### src/rtl/turbo_pkg.sv
// Shared constants and types for the turbo block encoder: RSC generator taps, FSM states, tail length.
// No logic, so no latency; backpressure does not apply to a package.
// Generator bit i is the coefficient of D^i.
package turbo_pkg;
  localparam logic [3:0] G_FB     = 4'b1101;  // 1 + D^2 + D^3
  localparam logic [3:0] G_FF     = 4'b1011;  // 1 + D + D^3
  localparam int         TAIL_LEN = 3;

  typedef enum logic [1:0] {
    ST_LOAD = 2'd0,
    ST_ENC  = 2'd1,
    ST_TAIL = 2'd2
  } state_t;
endpackage

### src/rtl/rsc_encoder.sv
// One recursive systematic convolutional step (3-bit memory); parity is combinational from state and input.
// Latency: the state register updates on the clock after enable; parity/sys_bit have zero latency.
// Backpressure: the state advances only when enable is high and holds otherwise.
module rsc_encoder
  import turbo_pkg::*;
(
  input  logic clk,
  input  logic reset,
  input  logic clear,
  input  logic enable,
  input  logic tail,
  input  logic u,
  output logic sys_bit,
  output logic parity
);

  logic [2:0] s;  // s[0]=s1 (newest), s[2]=s3
  logic       fb;
  logic       a;

  always_comb begin
    fb      = (G_FB[1] & s[0]) ^ (G_FB[2] & s[1]) ^ (G_FB[3] & s[2]);
    // In tail mode the input cancels the feedback, driving zeros into the register.
    sys_bit = tail ? fb : u;
    a       = sys_bit ^ fb;
    parity  = (G_FF[0] & a) ^ (G_FF[1] & s[0]) ^ (G_FF[2] & s[1]) ^ (G_FF[3] & s[2]);
  end

  always_ff @(posedge clk) begin
    if (reset || clear) begin
      s <= 3'b000;
    end else if (enable) begin
      s <= {s[1], s[0], a};
    end
  end

endmodule

### src/rtl/turbo_block_encoder.sv
// Turbo block encoder: buffers BLK_LEN bits, emits {sys, p1, p2} per bit via two RSCs (TURBO_TAIL_EN adds 3 tail symbols).
// Latency: first symbol registered one cycle after the last input bit is accepted.
// Backpressure: symbols advance only on out_valid & out_ready; in_ready is low while a block is being emitted.
module turbo_block_encoder
  import turbo_pkg::*;
#(
  parameter int BLK_LEN = 16,
  parameter int INTLV_A = 5,
  parameter int INTLV_B = 3
) (
  input  logic clk,
  input  logic reset,
  input  logic in_valid,
  input  logic in_data,
  output logic in_ready,
  output logic out_valid,
  input  logic out_ready,
  output logic out_sys,
  output logic out_p1,
  output logic out_p2,
  output logic out_last,
  output logic busy
);

  localparam int IDX_W = $clog2(BLK_LEN);
  typedef logic [IDX_W-1:0] idx_t;
  localparam idx_t LAST_IDX = idx_t'(BLK_LEN - 1);
  localparam idx_t A_M      = idx_t'(INTLV_A);
  localparam idx_t B_M      = idx_t'(INTLV_B);
  localparam idx_t ONE      = idx_t'(1);

  state_t             state;
  logic [BLK_LEN-1:0] blk_buf;
  logic [BLK_LEN-1:0] buf_byp;
  logic [BLK_LEN-1:0] buf_src;
  idx_t               count;
  idx_t               k;
  idx_t               pi_k;
  idx_t               sel_k;
  idx_t               sel_pi;
  logic               accept;
  logic               last_in;
  logic               fire;
  logic               load;
  logic               load_tail;
  logic               next_last;
  logic               u1;
  logic               u2;
  logic               sys1;
  logic               p1;
  logic               p2;
  logic               unused_sys2;

`ifdef TURBO_TAIL_EN
  localparam logic [1:0] TAIL_LAST = 2'(TAIL_LEN - 1);
  logic [1:0] tail_cnt;
`endif

  always_comb begin
    accept  = (state == ST_LOAD) && in_valid;
    last_in = accept && (count == LAST_IDX);
    fire    = out_valid && out_ready;
    load    = last_in || (fire && !out_last);

    // Symbol 0 is formed while the last bit is still being written, so bypass it in.
    buf_byp        = blk_buf;
    buf_byp[count] = in_data;

    if (state == ST_LOAD) begin
      sel_k   = '0;
      sel_pi  = B_M;
      buf_src = buf_byp;
    end else begin
      sel_k   = k + ONE;
      sel_pi  = pi_k + A_M;  // power-of-two length: wrap is the mod
      buf_src = blk_buf;
    end
    u1 = buf_src[sel_k];
    u2 = buf_src[sel_pi];

`ifdef TURBO_TAIL_EN
    load_tail = (state == ST_TAIL) || ((state == ST_ENC) && (k == LAST_IDX));
    next_last = (state == ST_TAIL) && (tail_cnt == TAIL_LAST - 2'd1);
`else
    load_tail = 1'b0;
    next_last = (sel_k == LAST_IDX);
`endif
  end

  rsc_encoder u_rsc1 (
    .clk     (clk),
    .reset   (reset),
    .clear   (fire && out_last),
    .enable  (load),
    .tail    (load_tail),
    .u       (u1),
    .sys_bit (sys1),
    .parity  (p1)
  );

  rsc_encoder u_rsc2 (
    .clk     (clk),
    .reset   (reset),
    .clear   (fire && out_last),
    .enable  (load),
    .tail    (load_tail),
    .u       (u2),
    .sys_bit (unused_sys2),
    .parity  (p2)
  );

  always_ff @(posedge clk) begin
    if (reset) begin
      state     <= ST_LOAD;
      blk_buf   <= '0;
      count     <= '0;
      k         <= '0;
      pi_k      <= '0;
      out_valid <= 1'b0;
      out_sys   <= 1'b0;
      out_p1    <= 1'b0;
      out_p2    <= 1'b0;
      out_last  <= 1'b0;
`ifdef TURBO_TAIL_EN
      tail_cnt  <= '0;
`endif
    end else begin
      if (accept) begin
        blk_buf[count] <= in_data;
        count          <= count + ONE;
      end
      if (last_in) begin
        state <= ST_ENC;
      end
      if (load) begin
        out_valid <= 1'b1;
        out_sys   <= sys1;
        out_p1    <= p1;
        out_p2    <= p2;
        out_last  <= next_last;
        k         <= sel_k;
        pi_k      <= sel_pi;
      end
      if (fire) begin
        if (out_last) begin
          state     <= ST_LOAD;
          out_valid <= 1'b0;
          out_last  <= 1'b0;
          count     <= '0;
          k         <= '0;
          pi_k      <= '0;
`ifdef TURBO_TAIL_EN
        end else if ((state == ST_ENC) && (k == LAST_IDX)) begin
          state    <= ST_TAIL;
          tail_cnt <= '0;
        end else if (state == ST_TAIL) begin
          tail_cnt <= tail_cnt + 2'd1;
`endif
        end
      end
    end
  end

  assign in_ready = (state == ST_LOAD);
  assign busy     = !((state == ST_LOAD) && (count == '0));

endmodule

### config.mk
export PLATFORM = sky130hd
export DESIGN_NAME = turbo_block_encoder
export DESIGN_NICKNAME = d
export VERILOG_FILES = /design/src/rtl/turbo_pkg.sv /design/src/rtl/rsc_encoder.sv /design/src/rtl/turbo_block_encoder.sv
export SDC_FILE = /design/constraint.sdc
export NUM_CORES = 1
export LEC_CHECK = 0
export CORE_ASPECT_RATIO = 1.25
export CORE_UTILIZATION = 30
export DETAILED_ROUTE_END_ITERATION = 10
export PLACE_DENSITY = 0.44
export SLEW_MARGIN = 10
export SYNTH_ARGS = -nofsm -noshare
export SYNTH_HDL_FRONTEND = slang
export SYNTH_SLANG_ARGS = --single-unit
### constraint.sdc
create_clock -name clk -period 4.3 [get_ports clk]
set_clock_uncertainty 0.15 [all_clocks]
set_input_delay 0.86 -clock clk [delete_from_list [all_inputs] [get_ports clk]]
set_output_delay 0.86 -clock clk [all_outputs]
set_load 0.1 [all_outputs]
# [Yosys cells after proc, flatten, opt, wreduce, memory -nomap -nowiden]
# Cells that the tools add are included.
[totals] reg_bits=41 output_inout_bits=7 word_cells=70 in_bits=5
[classes] n_mux=28 n_lt_le_gt_ge=4 eq_ne=2 n_addsub=3 n_reduce_logical=13 bitwise=8
[op_table] operator="two-way mux 4 bit" count=11
[op_table] operator="bitwise mux 16 bit" count=1
[op_table] operator="two-way mux 16 bit" count=1
[op_table] operator="less-than comparator 4 x 5 -> 1 bit (second input constant)" count=3
[op_table] operator="two-way mux 1 bit" count=9
[op_table] operator="adder 4 x 1 -> 4 bit (second input constant)" count=2
[op_table] operator="binary-select mux 1 bit (select 4 bit)" count=2
[op_table] operator="== test 4 bit (second input constant)" count=2
[op_table] operator="bitwise XOR 1 bit" count=8
[op_table] operator="logical AND 1 bit" count=7
[op_table] operator="two-way mux 2 bit" count=3
[op_table] operator="adder 4 x 3 -> 4 bit (second input constant)" count=1
[op_table] operator="demux 1 bit (select 4 bit)" count=1
[op_table] operator="greater-or-equal comparator 4 x 1 -> 1 bit (second input constant)" count=1
[op_table] operator="logical NOT 4 bit" count=1
[op_table] operator="logical NOT 1 bit" count=2
[op_table] operator="logical NOT 2 bit" count=1
[op_table] operator="logical OR 1 bit" count=2

# [Depth between registers and ports, before layout]
# Gate-level depths: netlist of run 1.
[logic_depth] ltp_word=11 ltp_mapped=9 ltp_nobuf=8

# [Modules after synthesis]
# From an unflattened synthesis of run 1, not the netlist that was laid out.
[hier_totals] cells_unflattened=260 area_unflattened_um2=2275.9
[by_module_without_submodules] mod="turbo_block_encoder" seq_area_each_um2=700.7 instances=1 area_per_inst_um2=1950.6 cells_each=224
[by_module_without_submodules] mod="rsc_encoder" seq_area_each_um2=60.1 instances=2 area_per_inst_um2=162.7 cells_each=18

# [Least setup slack after synthesis of run 1]
# Ideal clock, no wire load.
[synth_path] path_kind="register to output" start="register state[1]" end="output busy" path_buffers=3 required_time_ps=3290 path_stages_with_launch=7 arrival_ps=1792 slack_ps=1498 cell_sequence="dfxtp_1 or2_1 buf_4 inv_2 buf_6 buf_4 nand2_1"
[synth_between] elab_chain_cells=3
[synth_rtl] element="from (decl)" line="turbo_block_encoder.sv:32" rtl="state_t state;"
[synth_rtl] element="from (signal assigned)" line="turbo_block_encoder.sv:114" rtl="state <= ST_LOAD;"
[synth_rtl] element="from (signal assigned)" line="turbo_block_encoder.sv:133" rtl="state <= ST_ENC;"
[synth_rtl] element="from (signal assigned)" line="turbo_block_encoder.sv:146" rtl="state <= ST_LOAD;"
[synth_rtl] element="logical NOT 2 bit"
[synth_rtl] element="net in_ready" line="turbo_block_encoder.sv:15" rtl="output logic in_ready,"
[synth_rtl] element="logical AND 1 bit" line="turbo_block_encoder.sv:165" rtl="assign busy = !((state == ST_LOAD) && (count == '0));"
[synth_rtl] element="logical NOT 1 bit" line="turbo_block_encoder.sv:165"
[synth_rtl] element="to (decl)" line="turbo_block_encoder.sv:22" rtl="output logic busy"
# The timed path passes the listed nets, and every way through them passes these cells.

# [Final worst setup path of run 1]
[layout_path] start="register out_last" end="output out_last"
[layout_rtl] element="from (decl)" line="turbo_block_encoder.sv:21" rtl="output logic out_last,"
[layout_rtl] element="from (signal assigned)" line="turbo_block_encoder.sv:140" rtl="out_last <= next_last;"
# No word-level cell between the ends.

==> results.cfg, run 1 <==
[run_status]
status = complete, no violations

[clock_network]
cts_hold_buffers = 0
clock_latency_ns = 0.29
cts_max_path_buffers = 2
ctsResizeCount = 0
postCtsSetupRepairBufs = 0
cts_made_buffers = 5
tritoncts = yes
cts-root-buf = clkbuf_8
htreeDepth = 2
clock_sinks = 41
path_clk_slew_ns = 0.08

[worst_setup_path]
crit_path_start = out_last
cp.arrival_ns = 1.88
rrSetupSlack_ns = 1.63
cpLargestDelayFamily = buffers and inverters
rr_endpoint = out_p2
cp_max_fo = 6
worstReg2RegStart = pi_k[0]
slowest_delay_ns = 1.17
critPathSlowestCell = clkdlybuf4s50_1
worst-setup-path-type = register to output port
required_ns = 3.29
crit_cells = 1
reg2regPathDepth = 7
start_kind = register
crit_buf_inv = 1
end_kind = output port
crit_chain = clkdlybuf4s50_1

[synth]
ys.flop_type = dfxtp_1
synthesis.instances = 266
synth_top_family_by_area = simple AND/OR/NAND/NOR gates
ys_warn_count = 0
synth-seq-area-share_pct = 36.6
yosys.area_share.simple_pct = 23.3
synth_edf_count = 0
synthMuxAreaShare_pct = 12.0
synth_fa_ha_area_share_pct = 3.34
synthXorXnorAreaFrac_pct = 6.24
post-synth-top-area-cell = dfxtp_1
yosysTopAreaCellShare_pct = 36.6
syn_nets = 277
netlist_area_um2 = 2240
async_flop_share_pct = 0
syn_area_per_cell_um2 = 8.44
yosysUniqueCellTypes = 40
synth-seq-cells = 41
yosys-top-cells-area = dfxtp_1, nand2_1, a21oi_1
synth_compound_area_share_pct = 12.3

[cells_and_area]
instances_no_fill = 356
fin_nets = 276
fin_util_pct = 34.4
layout_commonest_cell = nand2_1
layout-drive-gt1-share_pct = 10.5
areaGrowthSynthToFinish_pct = 9.03
n_antenna_cell = 0
regArea_um2 = 821
final_cell_mix = nand2_1, dfxtp_1, nor2_1
multi_input_area_um2 = 1280
fill_cells = 745

[pwr]
p_comb_share_pct = 9.2
internal-power_uw = 521
switchingPower_uw = 174
power_uw = 695
p_clk_share_pct = 35.1
p_seq_share_pct = 55.7
p_leak_uw = 0.000854
power_density_nw_per_um2 = 284
sw_frac_of_total_pct = 25.0
ir_drop_v = 0.000135

[sta]
tightest_slew_ns = 0.963
post-route-min-period_ns = 2.89
min_period_over_period_pct = 67.1
tns_ns = 0
hold_viol_final = 0
slew_viol_final = 0
whs_ns = 0.319
fmax_ghz = 0.346
max_slew_margin_pct = 35.6
setup_violations = 0
rsz0062_at_grt = no

[worst_hold_path]
hold_start = pi_k[3]
min_path_cells = 2
min_to = pi_k[3]
hold_class = register to register

[die]
die_area_um2 = 7830
die_w_um = 79.4
start_util_pct = 31.6
rows = 34
ios = 12
core-area_um2 = 7100
fp.dieH_um = 98.7

[detailed_routing]
drtPass1Iterations = 4
drt_iter0_drc = 125
vias = 1762
wl_mm = 5.02
drc_errors = 0
viasPerCell = 4.95
ant_nets = 0
wire_per_inst_um = 14.1

[global_routing]
grt_pass1_vias = 1622
grt_use_total_pct = 14.3
antenna_found_initial = 0
grt_max_degree = 22
grt-ovfl-total = 0
grt_pass1_wl_mm = 8.45

[placement]
routabilityCongestion = 0.749
dp.cells = 348
portBuffers = 11
dpl.hpwl_mm = 3.64

[run]
drv_cap = 0
[power groups by stage]
| stage | Clock, uW | Combinational [uW] | Sequential (uW) |
|---|---|---|---|
| 6_report | 244 | 63.9 | 387 |
| 5_1_grt | 274 | 70.0 | 388 |
| 4_1_cts | 257 | 65.0 | 387 |
| 3_5_place_dp | 0 | 64.6 | 396 |
| 3_3_place_gp | 0 | 65.0 | 396 |
| 2_1_floorplan | 0 | 48.0 | 394 |
[worst reg2reg max path, delay by kind of cell, from the launching register on]
kind | cells | cell delay, ns
mux | 2 | 0.69
xor+xnor | 1 | 0.13
simple gates | 1 | 0.08
flops | 1 | 0.66
fa+ha+maj | 1 | 0.41
compound gates | 2 | 0.49
[synth_stat cells (2+ instances only)]
cell type and count:
a211oi_1 2, a211oi_2 3, a21oi_1 25, a31oi_1 3, and2_1 2, and3_1 4, buf_2 4, buf_4 3
buf_6 3, clkbuf_1 13, dfxtp_1 41, ha_1 6, inv_1 3, mux2_1 3, mux2i_1 9, mux4_2 5
nand2_1 43, nand3_1 17, nand4_1 2, nor2_1 29, nor2b_1 4, nor3_1 4, nor3_2 2, nor3b_1 3
o21ai_0 3, o21ai_1 2, xnor2_1 11, xor2_1 5
[routing by layer]
layer / track usage, % / wire length (um) / part of all wire (%) / up-vias
met3: 2.78 / 131 / 2.6 / 4
li1: - / - / - / 903
met4: 5.45 / 70 / 1.4 / 0
met2: 23.3 / 2450 / 49 / 19
met1: 18.5 / 2360 / 47 / 836
met5: 0 / 0 / 0 / -
[worst max path at each step]
stage | to
after detailed placement | pi_k[0]
after floorplan | busy
after CTS | out_last
final | out_last
after global routing | k[2]
after global placement | pi_k[0]
[per-stage QoR]
stage	instance area, um^2	worst slack [ns]
after floorplan	2240	1.50
after global placement	2370	1.15
after detailed placement	2370	1.13
after CTS	2450	1.39
after global routing	2450	1.25
final	2450	1.41
[kinds of logic (layout without fill, tap and decap cells)]
kind of cell / Yosys count / count (layout)
AND/OR/NAND/NOR: 114 / 114
flip-flops: 41 / 41
buffers and inverters: 27 / 27
AO/OA/AOI/OAI: 43 / 43
XOR/XNOR: 16 / 16
multiplexers: 19 / 19
adder cells (fa/ha/maj): 6 / 6
[area by class of cell]
class | count | area share (%)
clock buffer | 8 | 3.27
inverter | 4 | 0.613
sequential | 41 | 33.5
timing repair buffer | 15 | 5.52
tap | 90 | 4.60
multi-input combinational | 198 | 52.5
[flip-flops by register name, indices dropped and copies added, names as in the netlist]
signal and count:
state 2, k 4, u_rsc2.s 3, out_last 1, out_p2 1, count 4, out_p1 1, out_valid 1
blk_buf 16, pi_k 4, u_rsc1.s 3, out_sys 1
No activity file was read; power rests on OpenSTA's default activity.
==> inputs of run 2 (changes only) <==
==> constraint.sdc (replaced) <==
create_clock -name clk -period 2.75 [get_ports clk]
set_clock_uncertainty 0.15 [all_clocks]
set_input_delay 0.55 -clock clk [delete_from_list [all_inputs] [get_ports clk]]
set_output_delay 0.55 -clock clk [all_outputs]
set_load 0.1 [all_outputs]
==> results.cfg, run 2 (synthesis gave the netlist of run 1 again) <==
[run_status]
status = complete, no violations

[worst_setup_path]
crit_path_start = count[0]
cp_max_fo = 5
end_kind = register
worst-setup-path-type = register to register
worstReg2RegStart = count[0]
start_kind = register
required_ns = 2.82
cp.arrival_ns = 2.52

[placement]
post-place-ws_ns = 0.197
portBuffers = 11
dpl.hpwl_mm = 3.74
routabilityCongestion = 0.739

[sta]
fmax_ghz = 0.407
final.setup.worst_slack_ns = 0.294
setup_violations = 0
post-route-min-period_ns = 2.46
hold_viol_final = 0
rsz0062_at_grt = no
tightest_slew_ns = 0.575
tns_ns = 0
max_slew_margin_pct = 61.6
min_period_over_period_pct = 89.3
slew_viol_final = 0

[cells_and_area]
largest_reg_flops = 16
layout_commonest_cell = nand2_1
n_antenna_cell = 0
final_cell_mix = nand2_1, dfxtp_1, nor2_1
fin_util_pct = 36.1
layout-drive-gt1-share_pct = 15.4
areaGrowthSynthToFinish_pct = 14.1
regMostFlops = blk_buf
fin_nets = 283

[pwr]
power_density_nw_per_um2 = 479
ir_drop_v = 0.000204
power_uw = 1230
p_leak_uw = 0.000932

[global_routing]
grt_use_total_pct = 14.4
grt_pass1_vias = 1655
use_met3_pct = 2.78
top_usage_layer = met2
antenna_found_initial = 0
use_met1_pct = 19.0
use_met2_pct = 23.0
grt-ovfl-total = 0
grt_max_degree = 21
grt_pass1_wl_mm = 8.58

[detailed_routing]
vias = 1774
viasPerCell = 4.89
ant_nets = 0
drt_iter0_drc = 82
drtPass1Iterations = 4
wire_per_inst_um = 14.2
drc_errors = 0
wl_mm = 5.15

[clock_network]
postCtsSetupRepairBufs = 0
cts_hold_buffers = 0
tritoncts = yes
path_clk_slew_ns = 0.08
clock_latency_ns = 0.29
ctsResizeCount = 0
htreeDepth = 2
cts_max_path_buffers = 2
clock_sinks = 41
cts-root-buf = clkbuf_8
cts_made_buffers = 5

[worst_hold_path]
hold_class = register to register
hold_start = u_rsc1.s[2]

[die]
fp.dieH_um = 98.7
start_util_pct = 31.6
die_area_um2 = 7830
ios = 12
core-area_um2 = 7100
rows = 34
die_w_um = 79.4

[run]
drv_cap = 0
[run 2: cell types whose count changed in the layout (fill, tap and decap cells not counted), sizes merged]
cell / change
bufinv: +1
clkdlybuf4s50: -5
clkbuf: -1
buf: +12
[run 2: path summary, 6_finish.rpt]
| kind | cells after the start | slack [ns] | to |
|---|---|---|---|
| setup / recovery | 7 | 0.29 | out_p2 |
| hold / removal | 2 | 0.32 | u_rsc1.s[2] |
| setup reg to reg | 7 | 0.29 | out_p2 |
| hold reg to reg | 2 | 0.32 | u_rsc1.s[2] |
[run 2: where the power goes]
group          total (uW)  switching [uW]  leakage, uW  internal [uW]
clock                 512             216    0.0000585            296
sequential            604            5.84     0.000331            598
combinational         110            66.5     0.000543           43.1
[run 2: final cells by class]
| type | count | area [um^2] |
|---|---|---|
| Clock buffer | 7 | 86.3 |
| Clock inverter | 1 | 30.0 |
| Fill cell | 753 | 4540 |
| Inverter | 4 | 15.0 |
| Multi-Input combinational cell | 198 | 1280 |
| Sequential cell | 41 | 821 |
| Tap cell | 90 | 113 |
| Timing Repair Buffer | 22 | 213 |
[run 2: stage by stage]
| stage | instance area (um^2) | hold slack, ns | instances |
|---|---|---|---|
| after floorplan | 2240 | 0.293 | 266 |
| after global placement | 2440 | 0.312 | 355 |
| after detailed placement | 2440 | 0.313 | 355 |
| after CTS | 2560 | 0.325 | 363 |
| after global routing | 2560 | 0.352 | 363 |
| final | 2560 | 0.321 | 363 |
[run 2: worst max-delay path, cell delays in order, from the launching register on]
cell	delay, ns
dfxtp_1	0.43
ha_1	0.19
nor3b_1	0.33
mux2_1	0.37
mux2_1	0.31
a32oi_2	0.26
xnor2_1	0.13
a211oi_2	0.21
[run 2: layer usage]
layer,routed length [um],part of all wire [%],vias up
met3,96,1.9,6
met4,76,1.5,0
li1,-,-,918
met2,2500,49,15
met1,2480,48,835
met5,0,0,-
